<file path="src/rtl/hash_message_build.sv">
`default_nettype none
// ============================================================================
// Module   : hash_message_build
// Packs 32-bit message words into SHA-256 padded 512-bit blocks.
// Revision : 1.0 - initial release
// ============================================================================
module hash_message_build #(
  parameter int LEN_W = 64
) (
  input  logic         clk,
  input  logic         nrst,
  input  logic         en,
  input  logic         sync_rst,
  input  logic [31:0]  data_in,
  input  logic [2:0]   data_in_bytes,
  input  logic         data_in_last,
  input  logic         data_in_valid,
  output logic         data_in_ready,
  output logic [511:0] data_out,
  output logic         data_out_last,
  output logic         data_out_valid,
  input  logic         data_out_ready
);

  localparam logic [1:0] c_fill      = 2'd0;
  localparam logic [1:0] c_pad       = 2'd1;
  localparam logic [1:0] c_emit      = 2'd2;
  localparam logic [1:0] c_pend_none = 2'd0;
  localparam logic [1:0] c_pend_len  = 2'd1;
  localparam logic [1:0] c_pend_pad  = 2'd2;

  logic [1:0]       r_state;
  logic [3:0]       r_word_idx;
  logic [LEN_W-1:0] r_bit_len;
  logic [1:0]       r_pending;
  logic [6:0]       r_pad_pos;
  logic [31:0]      r_buf [16];
  logic [511:0]     r_data_out;
  logic             r_last;
  logic             r_valid;

  logic [2:0]       w_bytes;
  logic [31:0]      w_masked;
  logic [LEN_W-1:0] w_len_add;
  logic [63:0]      w_len64;
  logic             w_accept;
  logic [511:0]     w_flat;
  logic [511:0]     w_full_block;
  logic [511:0]     w_pad_block;

  assign data_in_ready  = nrst && !sync_rst && en && (r_state == c_fill);
  assign data_out       = r_data_out;
  assign data_out_last  = r_last;
  assign data_out_valid = r_valid;

  assign w_accept  = data_in_valid && data_in_ready;
  assign w_bytes   = (data_in_bytes > 3'd4) ? 3'd4 : data_in_bytes;
  assign w_len_add = LEN_W'(data_in_last ? {w_bytes, 3'b000} : 6'd32);
  assign w_len64   = 64'(r_bit_len);

  always_comb begin
    case (w_bytes)
      3'd0:    w_masked = 32'h0;
      3'd1:    w_masked = {data_in[31:24], 24'h0};
      3'd2:    w_masked = {data_in[31:16], 16'h0};
      3'd3:    w_masked = {data_in[31:8], 8'h0};
      default: w_masked = data_in;
    endcase
  end

  always_comb begin
    w_flat = '0;
    for (int i = 0; i < 16; i++) begin
      w_flat[511-32*i -: 32] = r_buf[i];
    end
  end

  // The 16th word is still on the input bus when the full block is captured.
  assign w_full_block = {w_flat[511:32], data_in};

  always_comb begin
    w_pad_block = '0;
    for (int b = 0; b < 64; b++) begin
      if (7'(b) < r_pad_pos) begin
        w_pad_block[511-8*b -: 8] = w_flat[511-8*b -: 8];
      end else if (7'(b) == r_pad_pos) begin
        w_pad_block[511-8*b -: 8] = 8'h80;
      end
    end
    if (r_pad_pos <= 7'd55) begin
      w_pad_block[63:0] = w_len64;
    end
  end

  // Buffer contents need no reset: bytes beyond the pad position are overwritten.
  always_ff @(posedge clk) begin
    if (w_accept) begin
      r_buf[r_word_idx] <= data_in_last ? w_masked : data_in;
    end
  end

  always_ff @(posedge clk or negedge nrst) begin
    if (!nrst) begin
      r_state    <= c_fill;
      r_word_idx <= '0;
      r_bit_len  <= '0;
      r_pending  <= c_pend_none;
      r_pad_pos  <= '0;
      r_data_out <= '0;
      r_last     <= 1'b0;
      r_valid    <= 1'b0;
    end else if (sync_rst) begin
      r_state    <= c_fill;
      r_word_idx <= '0;
      r_bit_len  <= '0;
      r_pending  <= c_pend_none;
      r_pad_pos  <= '0;
      r_data_out <= '0;
      r_last     <= 1'b0;
      r_valid    <= 1'b0;
    end else if (en) begin
      case (r_state)
        c_fill: begin
          if (w_accept) begin
            r_bit_len <= r_bit_len + w_len_add;
            if (data_in_last) begin
              r_pad_pos <= {1'b0, r_word_idx, 2'b00} + 7'(w_bytes);
              r_state   <= c_pad;
            end else if (r_word_idx == 4'd15) begin
              r_data_out <= w_full_block;
              r_last     <= 1'b0;
              r_valid    <= 1'b1;
              r_word_idx <= '0;
              r_state    <= c_emit;
            end else begin
              r_word_idx <= r_word_idx + 4'd1;
            end
          end
        end
        c_pad: begin
          r_data_out <= w_pad_block;
          r_valid    <= 1'b1;
          r_state    <= c_emit;
          if (r_pad_pos <= 7'd55) begin
            r_last    <= 1'b1;
            r_pending <= c_pend_none;
          end else if (r_pad_pos == 7'd64) begin
            r_last    <= 1'b0;
            r_pending <= c_pend_pad;
          end else begin
            r_last    <= 1'b0;
            r_pending <= c_pend_len;
          end
        end
        c_emit: begin
          if (data_out_ready) begin
            case (r_pending)
              c_pend_len: begin
                r_data_out <= {448'h0, w_len64};
                r_last     <= 1'b1;
                r_pending  <= c_pend_none;
              end
              c_pend_pad: begin
                r_data_out <= {8'h80, 440'h0, w_len64};
                r_last     <= 1'b1;
                r_pending  <= c_pend_none;
              end
              default: begin
                r_valid <= 1'b0;
                r_state <= c_fill;
                if (r_last) begin
                  r_bit_len  <= '0;
                  r_word_idx <= '0;
                end
              end
            endcase
          end
        end
        default: r_state <= c_fill;
      endcase
    end
  end

endmodule
`default_nettype wire

</file>
<file path="config.mk">
export PLATFORM = sky130hd
export DESIGN_NAME = hash_message_build
export DESIGN_NICKNAME = d
export VERILOG_FILES = /design/src/rtl/hash_message_build.sv
export SDC_FILE = /design/constraint.sdc
export NUM_CORES = 1
export LEC_CHECK = 0
export CAP_MARGIN = 20
export CELL_PAD_IN_SITES_DETAIL_PLACEMENT = 1
export CELL_PAD_IN_SITES_GLOBAL_PLACEMENT = 1
export CORE_UTILIZATION = 31
export CTS_BUF_LIST = sky130_fd_sc_hd__clkbuf_4
export DETAILED_ROUTE_END_ITERATION = 10
export GPL_TIMING_DRIVEN = 0
export MAX_ROUTING_LAYER = met4
export PLACE_DENSITY_LB_ADDON = 0.3
export SYNTH_ARGS = -nofsm -noshare
export SYNTH_HDL_FRONTEND = slang
export SYNTH_SLANG_ARGS = --single-unit
</file>
<file path="constraint.sdc">
create_clock -name clk -period 8.25 [get_ports clk]
set_input_delay 0.825 -clock clk [delete_from_list [all_inputs] [get_ports clk]]
set_output_delay 0.825 -clock clk [all_outputs]
set_load 0.01 [all_outputs]
</file>
Word level (Yosys, flattened, before mapping)
Memory sizes are Yosys's and may differ from the RTL's.
Index checks and enable logic that the tools add are counted.
{"block": "op_classes", "mul": 0, "n_reduce_logical": 24, "eq_ne": 81, "n_div": 0, "add_sub_neg": 3, "magnitude_cmp": 66, "n_bitwise": 0, "n_mux": 196, "shift": 0}
{"op": "$mux 512", "n": 6}
{"op": "$pmux 512 s3", "n": 1}
{"op": "$mux 8", "n": 128}
{"op": "$pmux 512 s2", "n": 1}
{"op": "$mux 64", "n": 7}
{"op": "$eq 6x7->1 const A", "n": 32}
{"op": "$lt 6x7->1 const A", "n": 32}
{"op": "$pmux 32 s4", "n": 1}
{"op": "$pmux 64 s2", "n": 1}
{"op": "$eq 5x7->1 const A", "n": 16}
{"op": "$lt 5x7->1 const A", "n": 16}
{"op": "$add 64x6->64", "n": 1}
{"op": "$eq 4x7->1 const A", "n": 8}
{"op": "$lt 4x7->1 const A", "n": 8}
{"op": "$mux 7", "n": 5}
{"op": "$mux 32", "n": 1}
{"op": "$mux 4", "n": 8}
{"op": "$eq 3x7->1 const A", "n": 4}
{"op": "$lt 3x7->1 const A", "n": 4}
{"op": "$reduce_and 7->1", "n": 4}
{"op": "$mux 2", "n": 13}
{"op": "$ne 3x3->1 const B", "n": 6}
{"op": "$mux 1", "n": 17}
{"op": "$eq 2x7->1 const A", "n": 2}
{"op": "34 further kinds", "n": 48}
{"block": "word_totals", "memories": 1, "out_inout_bits": 515, "inputBits": 42, "ram_bits": 512, "rom_bits": 0, "latchBits": 0, "word_cells": 379, "reg_bits": 593}
{"memory": "r_buf", "words": 16, "word_bits": 32, "rd": 16, "rd_ports_with_merged_regs": 0, "write_ports": 1, "line": "37", "source": "logic [31:0] r_buf [16];"}

Logic depth before layout (Yosys ltp)
Gate-level depths: netlist of run 1.
{"block": "depth", "word_depth": 9, "depth_mapped": 12, "ltp_nobuf": 9}

Worst setup path after synthesis of run 1
OpenSTA, ideal clock, no wires.
{"block": "synth_path", "path_kind": "in2reg", "from": "in sync_rst", "to": "mem r_buf[3][0] (enable)", "path_buffers": 1, "setup_slack_ns": 3.984, "arrival_time_ns": 3.805, "required_time_ns": 7.789, "stages": 5, "setup_ns": 0.461, "path_cell_list": "buf_2 -> and4b_1 -> and2_1 -> nand2_1 -> nor3_1"}
{"block": "synth_via", "elab_chain_len": 7}
{"element": "start, declared", "line": "13", "source": "input logic sync_rst,"}
{"element": "$logic_not 1->1", "line": "51", "source": "assign data_in_ready = nrst && !sync_rst && en && (r_state == c_fill);"}
{"element": "$logic_and 1x1->1 (3 in a row)", "line": "51"}
{"element": "via data_in_ready", "line": "18", "source": "output logic data_in_ready,"}
{"element": "$logic_and 1x1->1", "line": "56", "source": "assign w_accept = data_in_valid && data_in_ready;"}
{"element": "$mux 1", "line": "97", "source": "if (w_accept) begin"}
{"element": "$mux 1", "line": "98", "source": "r_buf[r_word_idx] <= data_in_last ? w_masked : data_in;"}
{"element": "end, declared", "line": "37"}
The timed path passes the listed nets, and every way through them passes these cells.

Final worst setup path of run 1
{"block": "layout_path", "from": "in nrst", "to": "out data_in_ready"}
{"block": "layout_via", "elab_chain_len": 3}
{"element": "start, declared", "line": "11", "source": "input logic nrst,"}
{"element": "$logic_and 1x1->1 (3 in a row)", "line": "51"}
{"element": "end, declared", "line": "18"}
No other way between the ends.

==> reports/metrics.yaml, run 1 <==
cells_and_area:
  fin_cells: 5761
  nets: 3797
  layout_common_cells: "590 x dfrtp_1, 555 x clkdlybuf4s50_1, 513 x clkbuf_4"
  nFillCells: 13666
  final_common_cell: "dfrtp_1"
  area_growth_syn_to_layout_pct: 32.8
  post-route-util: 0.415
  drive_gt1_frac: 0.188
logic_synthesis:
  synthesis.area_um2: 41000
  ys_async_sr_fraction: 0.535
  synth_cell_type_count: 80
  synth_edf_count: 512
  synthCells: 2789
  syn_area_per_cell_um2: 14.7
  synth_area_leaders: "edfxtp_1 37%, dfrtp_1 36%, a22o_1 8.6%"
  yosysTopAreaCell: "edfxtp_1"
  syn_nets: 2846
  synth_seq_cells: 1102
  ys.warnings.count: 0
  yosysSeqAreaShare: 0.735
  synth_flop_cell: "dfrtp_1"
  synth_top_area_frac: 0.375
detailed_routing:
  wl_um: 174000
  drc: 3
  drtIter0Drc: 2335
  wl_per_cell_um: 30.1
  vias: 30399
  vias_per_cell: 5.28
  antenna_left: 0
  firstDrtPassIters: 9
timing:
  hold_violations: 0
  fin_crit_sh: 0.591
  max-slew-margin-rel: 0.243
  final.setup.tns_ns: 0
  worstMarginPinSlew_ns: 1.13
  drv_slew: 0
  setup_viol: 0
  fmax_ghz: 0.205
  holdWs_ns: 0.189
  rsz0062_at_grt: "false"
  worst_slack_ns: 3.37
  layout_min_cycle_time_ns: 4.88
  fin_skew_ns: 0.0988
grt:
  first_global_vias: 31664
  globalRouteOverflowTotal: 0
  grt_pass1_wl_um: 245000
  antenna_found_initial: 28
  gr-usage-all-layers: 0.266
  grt_max_degree: 114
critical_path:
  startpoint: "nrst"
  crit_family: "buffers and inverters"
  reg2reg_depth: 6
  crit_arrival_ns: 4.05
  crit_fanout: 113
  crit_type: "input port to output pin"
  worst-path-buf-inv: 5
  slowest_delay_ns: 0.65
  crit_path_end_kind: "output pin"
  required_ns: 7.42
  crit_top_cell: "buf_16"
  critPathSlowestCell: "buf_8"
  cp_cell_sequence: "dlygate4sd3_1 > buf_8 > buf_16 > buf_16 > and4b_1 > clkdlybuf4s50_1"
  r2r-start: "r_state[0]"
  critPathLaunchType: "input port"
  cp.depth: 6
place:
  place_congestion: 0.952
  post-dp-hpwl_um: 128000
  port_buffers: 556
  dpl_worst_slack_ns: 2.94
  dp.cells: 5167
floorplan:
  io_pins: 557
  dieHeight_um: 366
  std_cell_rows: 133
  dieArea_um2: 134000
  core_area_um2: 131000
  dieWidth_um: 366
  start_util: 0.312
power:
  power_density_nw_per_um2: 365
  netSwitchingPower_mw: 7.06
  vdd_drop_max_v: 0.000151
  switching_share: 0.355
  pwr-share-seq: 0.386
  p_int_mw: 12.8
  p_leak_nw: 21.5
  p_clk_frac: 0.265
  power_frac_comb: 0.349
worst_hold_path:
  worstHoldPathType: "input port to register"
  holdCritStartpoint: "data_in[29]"
  whs_path_depth: 3
clocking:
  ctsResizeCount: 0
  clk_pin_slew_worst_paths_ns: 0.06
  worstSkewPairLatency_ns: 1.27
  cts_sinks: 1102
  cts-buffers-inserted: 324
  root_buffer: "clkbuf_4"
  cts_tree: "yes"
  cts.path.max_buffers: 4
  htree_levels: 5
run:
  cap_violations: 0
run_status:
  violations: "DRC"
  status: "complete, but fails checks"
-- worst min-delay path: cells and delay by family --
kind            cells  cell delay, ns
buf+inv             1            0.42
compound gates      1            0.07
simple gates        1            0.10
-- final timing paths --
| kind | to | slack (ns) |
|---|---|---|
| max in group asynchronous | r_bit_len[31] | 6.26 |
| min in group asynchronous | data_out[296] | 0.27 |
| max | data_in_ready | 3.37 |
| min reg2reg | data_out[88] | 0.39 |
| max reg2reg | data_out[91] | 4.29 |
| min | data_out[29] | 0.19 |
-- flip-flops by register name, summed over array words and instances (netlist names) --
name	count
data_out_valid	1
r_word_idx	4
r_pending	2
r_bit_len	61
r_state	2
data_out	512
r_buf	512
data_out_last	1
r_pad_pos	7
-- cell families (layout without fill, tap and decap cells) --
group	after synthesis	count (layout)	synth area share
flops	1102	1102	0.735
fa+ha+maj	15	15	0.00476
simple gates	617	617	0.0768
compound gates	835	835	0.158
mux	4	4	0.00101
xor+xnor	17	17	0.00363
buf+inv	199	1395	0.0212
other cells	0	21	0
-- timing repair --
action,4_1_cts,5_1_grt
hold endpoints to repair,110,0
hold buffers,1,0
setup buffers,0,0
-- final cells by class --
class / instances / area [um^2] / area share
inverter: 27 / 101 / 0.00186
timing repair buffer: 625 / 6830 / 0.125
buffer: 172 / 768 / 0.0141
clock inverter: 58 / 274 / 0.00503
antenna: 21 / 52.6 / 0.000965
clock buffer: 513 / 3850 / 0.0707
sequential: 1102 / 30100 / 0.553
tap: 1755 / 2200 / 0.0403
multi-input combinational: 1488 / 10300 / 0.188
-- Yosys cell counts (24+ instances only) --
cell,count
and3_1,24
nand3_1,39
nor4_1,29
clkbuf_1,78
dfrtp_1,590
a22oi_1,24
nand2_1,147
edfxtp_1,512
nor3_1,46
nor2b_1,37
a21oi_1,101
o31ai_1,71
a221oi_1,25
inv_1,26
nor2_1,143
a22o_1,404
nand4_1,38
or4_1,28
a221o_1,36
o21ai_0,94
buf_2,75
-- stage by stage --
stage	instance area, um^2	total power [mW]
2_1_floorplan	41000	10.3
5_1_grt	54400	20.8
3_5_place_dp	50300	14.8
3_3_place_gp	48800	14.6
4_1_cts	54400	20.1
6_report	54500	19.9
-- metal layers --
layer | global-route usage | vias to the layer above | part of all wire
li1 | - | 12962 | -
met1 | 0.333 | 15912 | 0.42
met2 | 0.416 | 1201 | 0.48
met3 | 0.0645 | 324 | 0.072
met4 | 0.100 | 0 | 0.034
met5 | - | - | 0
-- power by group through the flow --
stage / combinational [mW] / clock, mW / sequential, mW
5_1_grt: 7.33 / 5.70 / 7.80
6_report: 6.94 / 5.27 / 7.67
2_1_floorplan: 2.28 / 0 / 8.06
3_5_place_dp: 6.99 / 0 / 7.77
3_3_place_gp: 6.80 / 0 / 7.79
4_1_cts: 7.01 / 5.42 / 7.68
No activity file was read; power rests on OpenSTA's default activity.
==> run 2, diff against run 1 <==
==> constraint.sdc (replaced) <==
create_clock -name clk -period 3.94 [get_ports clk]
set_input_delay 0.394 -clock clk [delete_from_list [all_inputs] [get_ports clk]]
set_output_delay 0.394 -clock clk [all_outputs]
set_load 0.01 [all_outputs]
==> run 2 against run 1 <==
Against the previous run:
- the flow finishes with violations (DRC, setup timing)
- die area did not move
- critical path depth stayed put
- global-route usage up 0.21 points
- non-clock buffer count increased by 47
- core utilization grew 0.50 points
- worst setup slack worse by 3.4 ns
- wire length rose by 0.84%
- sequential power up 110%
- clock power increased by 110%
- combinational power is 110% higher
- highest routed layer unchanged
==> reports/metrics.yaml, run 2 (synthesis results as in run 1) <==
power:
  vdd_drop_max_v: 0.000317
  power_density_nw_per_um2: 757
  p_leak_nw: 21.8
place:
  port_buffers: 556
  place_congestion: 0.952
  post-dp-hpwl_um: 128000
  place_area_um2: 50300
clocking:
  cts_tree: "yes"
  worstSkewPairLatency_ns: 1.26
  cts_sinks: 1102
  htree_levels: 5
  cts.path.max_buffers: 4
  clk_pin_slew_worst_paths_ns: 0.06
  root_buffer: "clkbuf_4"
  cts-buffers-inserted: 324
timing:
  setup_viol: 1
  fin_crit_sh: 1.00
  worst_slack_ns: -0.0143
  layout_min_cycle_time_ns: 3.95
  fin_skew_ns: 0.105
  worstMarginPinSlew_ns: 1.21
  max-slew-margin-rel: 0.192
  rsz0062_at_grt: "true"
  fmax_ghz: 0.253
  hold_violations: 0
  drv_slew: 0
  holdWs_ns: 0.117
detailed_routing:
  vias_per_cell: 5.28
  wl_um: 175000
  wl_met1_um: 72600
  drtIter0Drc: 2544
  antenna_left: 0
  drc: 2
  wl_met3_um: 12900
  wl_per_cell_um: 30.2
  vias: 30665
  highest_layer: "met4"
  wl_met2_um: 83600
  firstDrtPassIters: 8
critical_path:
  reg2reg_slack_ns: -0.01
  crit_path_end_kind: "register"
  required_ns: 5.04
  crit_type: "register to register"
  critPathLaunchType: "register"
  crit_fanout: 10
  crit_arrival_ns: 5.05
cells_and_area:
  area_growth_syn_to_layout_pct: 34.4
  fin_area_um2: 55100
  nets: 3844
  multi_input_area_um2: 10300
  drive_gt1_frac: 0.189
  final_common_cell: "dfrtp_1"
  layout_common_cells: "590 x dfrtp_1, 555 x clkdlybuf4s50_1, 513 x clkbuf_4"
  nFillCells: 13618
  regArea_um2: 30100
grt:
  grt_pass1_wl_um: 247000
  gr-usage-all-layers: 0.268
  globalRouteOverflowTotal: 0
  first_global_vias: 31998
  grt_max_degree: 111
  antenna_found_initial: 28
run_status:
  status: "complete, but fails checks"
  violations: "DRC, setup timing"
run:
  cap_violations: 0
floorplan:
  io_pins: 557
  std_cell_rows: 133
  core_area_um2: 131000
  dieWidth_um: 366
  dieHeight_um: 366
  dieArea_um2: 134000
  start_util: 0.312
worst_hold_path:
  worstHoldPathType: "input port to register"
## run 2: what timing repair did
action,4_1_cts,5_1_grt
hold buffers,48,0
setup endpoints to repair,0,63
endpoints found under the hold margin,467,0
resized for setup,0,6
buffers inserted,0,0
## run 2: report_power, final
| part | internal [mW] | leakage, nW | switching [mW] |
|---|---|---|---|
| Combinational | 6.50 | 6.61 | 8.13 |
| Sequential | 14.4 | 12.7 | 1.66 |
| Clock | 6.00 | 2.49 | 5.04 |
## run 2: critical path, stage by stage, from the launching register on
cell and delay, ns:
dfrtp_1 0.45, ha_1 0.26, clkinv_1 0.57, o21ai_0 0.92, nand4_1 0.47, a21oi_1 0.94, a22o_1 0.24
## run 2: cell type report
cell class	instances	share of cell area
flip-flops and latches	1102	0.547
multi-input cells	1488	0.186
repair buffers	673	0.136
clock buffers	513	0.0699
well taps	1755	0.0398
plain buffers	171	0.0139
clock inverters	58	0.00497
inverters	27	0.00184
diodes	18	0.000817
## run 2: worst paths after layout
check | endpoint | depth (start not counted) | from
min reg2reg | data_out[88] | 1 | r_buf[13][24]
min | r_pad_pos[2] | 4 | data_in_bytes[2]
max in group asynchronous | data_out[76] | 11 | nrst
max reg2reg | data_out[91] | 6 | r_state[0]
max | data_out[91] | 6 | r_state[0]
min in group asynchronous | data_out[209] | 8 | nrst
## run 2: layer usage
metal  vias to the layer above  GRT usage
met5                         -          -
met4                         0      0.101
met3                       328     0.0650
met2                      1264      0.419
met1                     16015      0.335
li1                      13058          -
## run 2: stage by stage
| stage | setup WS, ns | cells | total power, mW | TNS (ns) | utilization |
|---|---|---|---|---|---|
| final | -0.0143 | 5805 | 41.7 | -0.0143 | 0.420 |
| after global routing | -0.0315 | 5800 | 43.7 | -0.159 | 0.420 |
| after CTS | 0.0828 | 5786 | 42.2 | 0 | 0.419 |
| after detailed placement | -0.942 | 5167 | 30.9 | -364.38 | 0.383 |
| after global placement | -26.63 | 5100 | 30.5 | - | 0.372 |
| after floorplan | 0.0243 | 2789 | 21.7 | 0 | - |
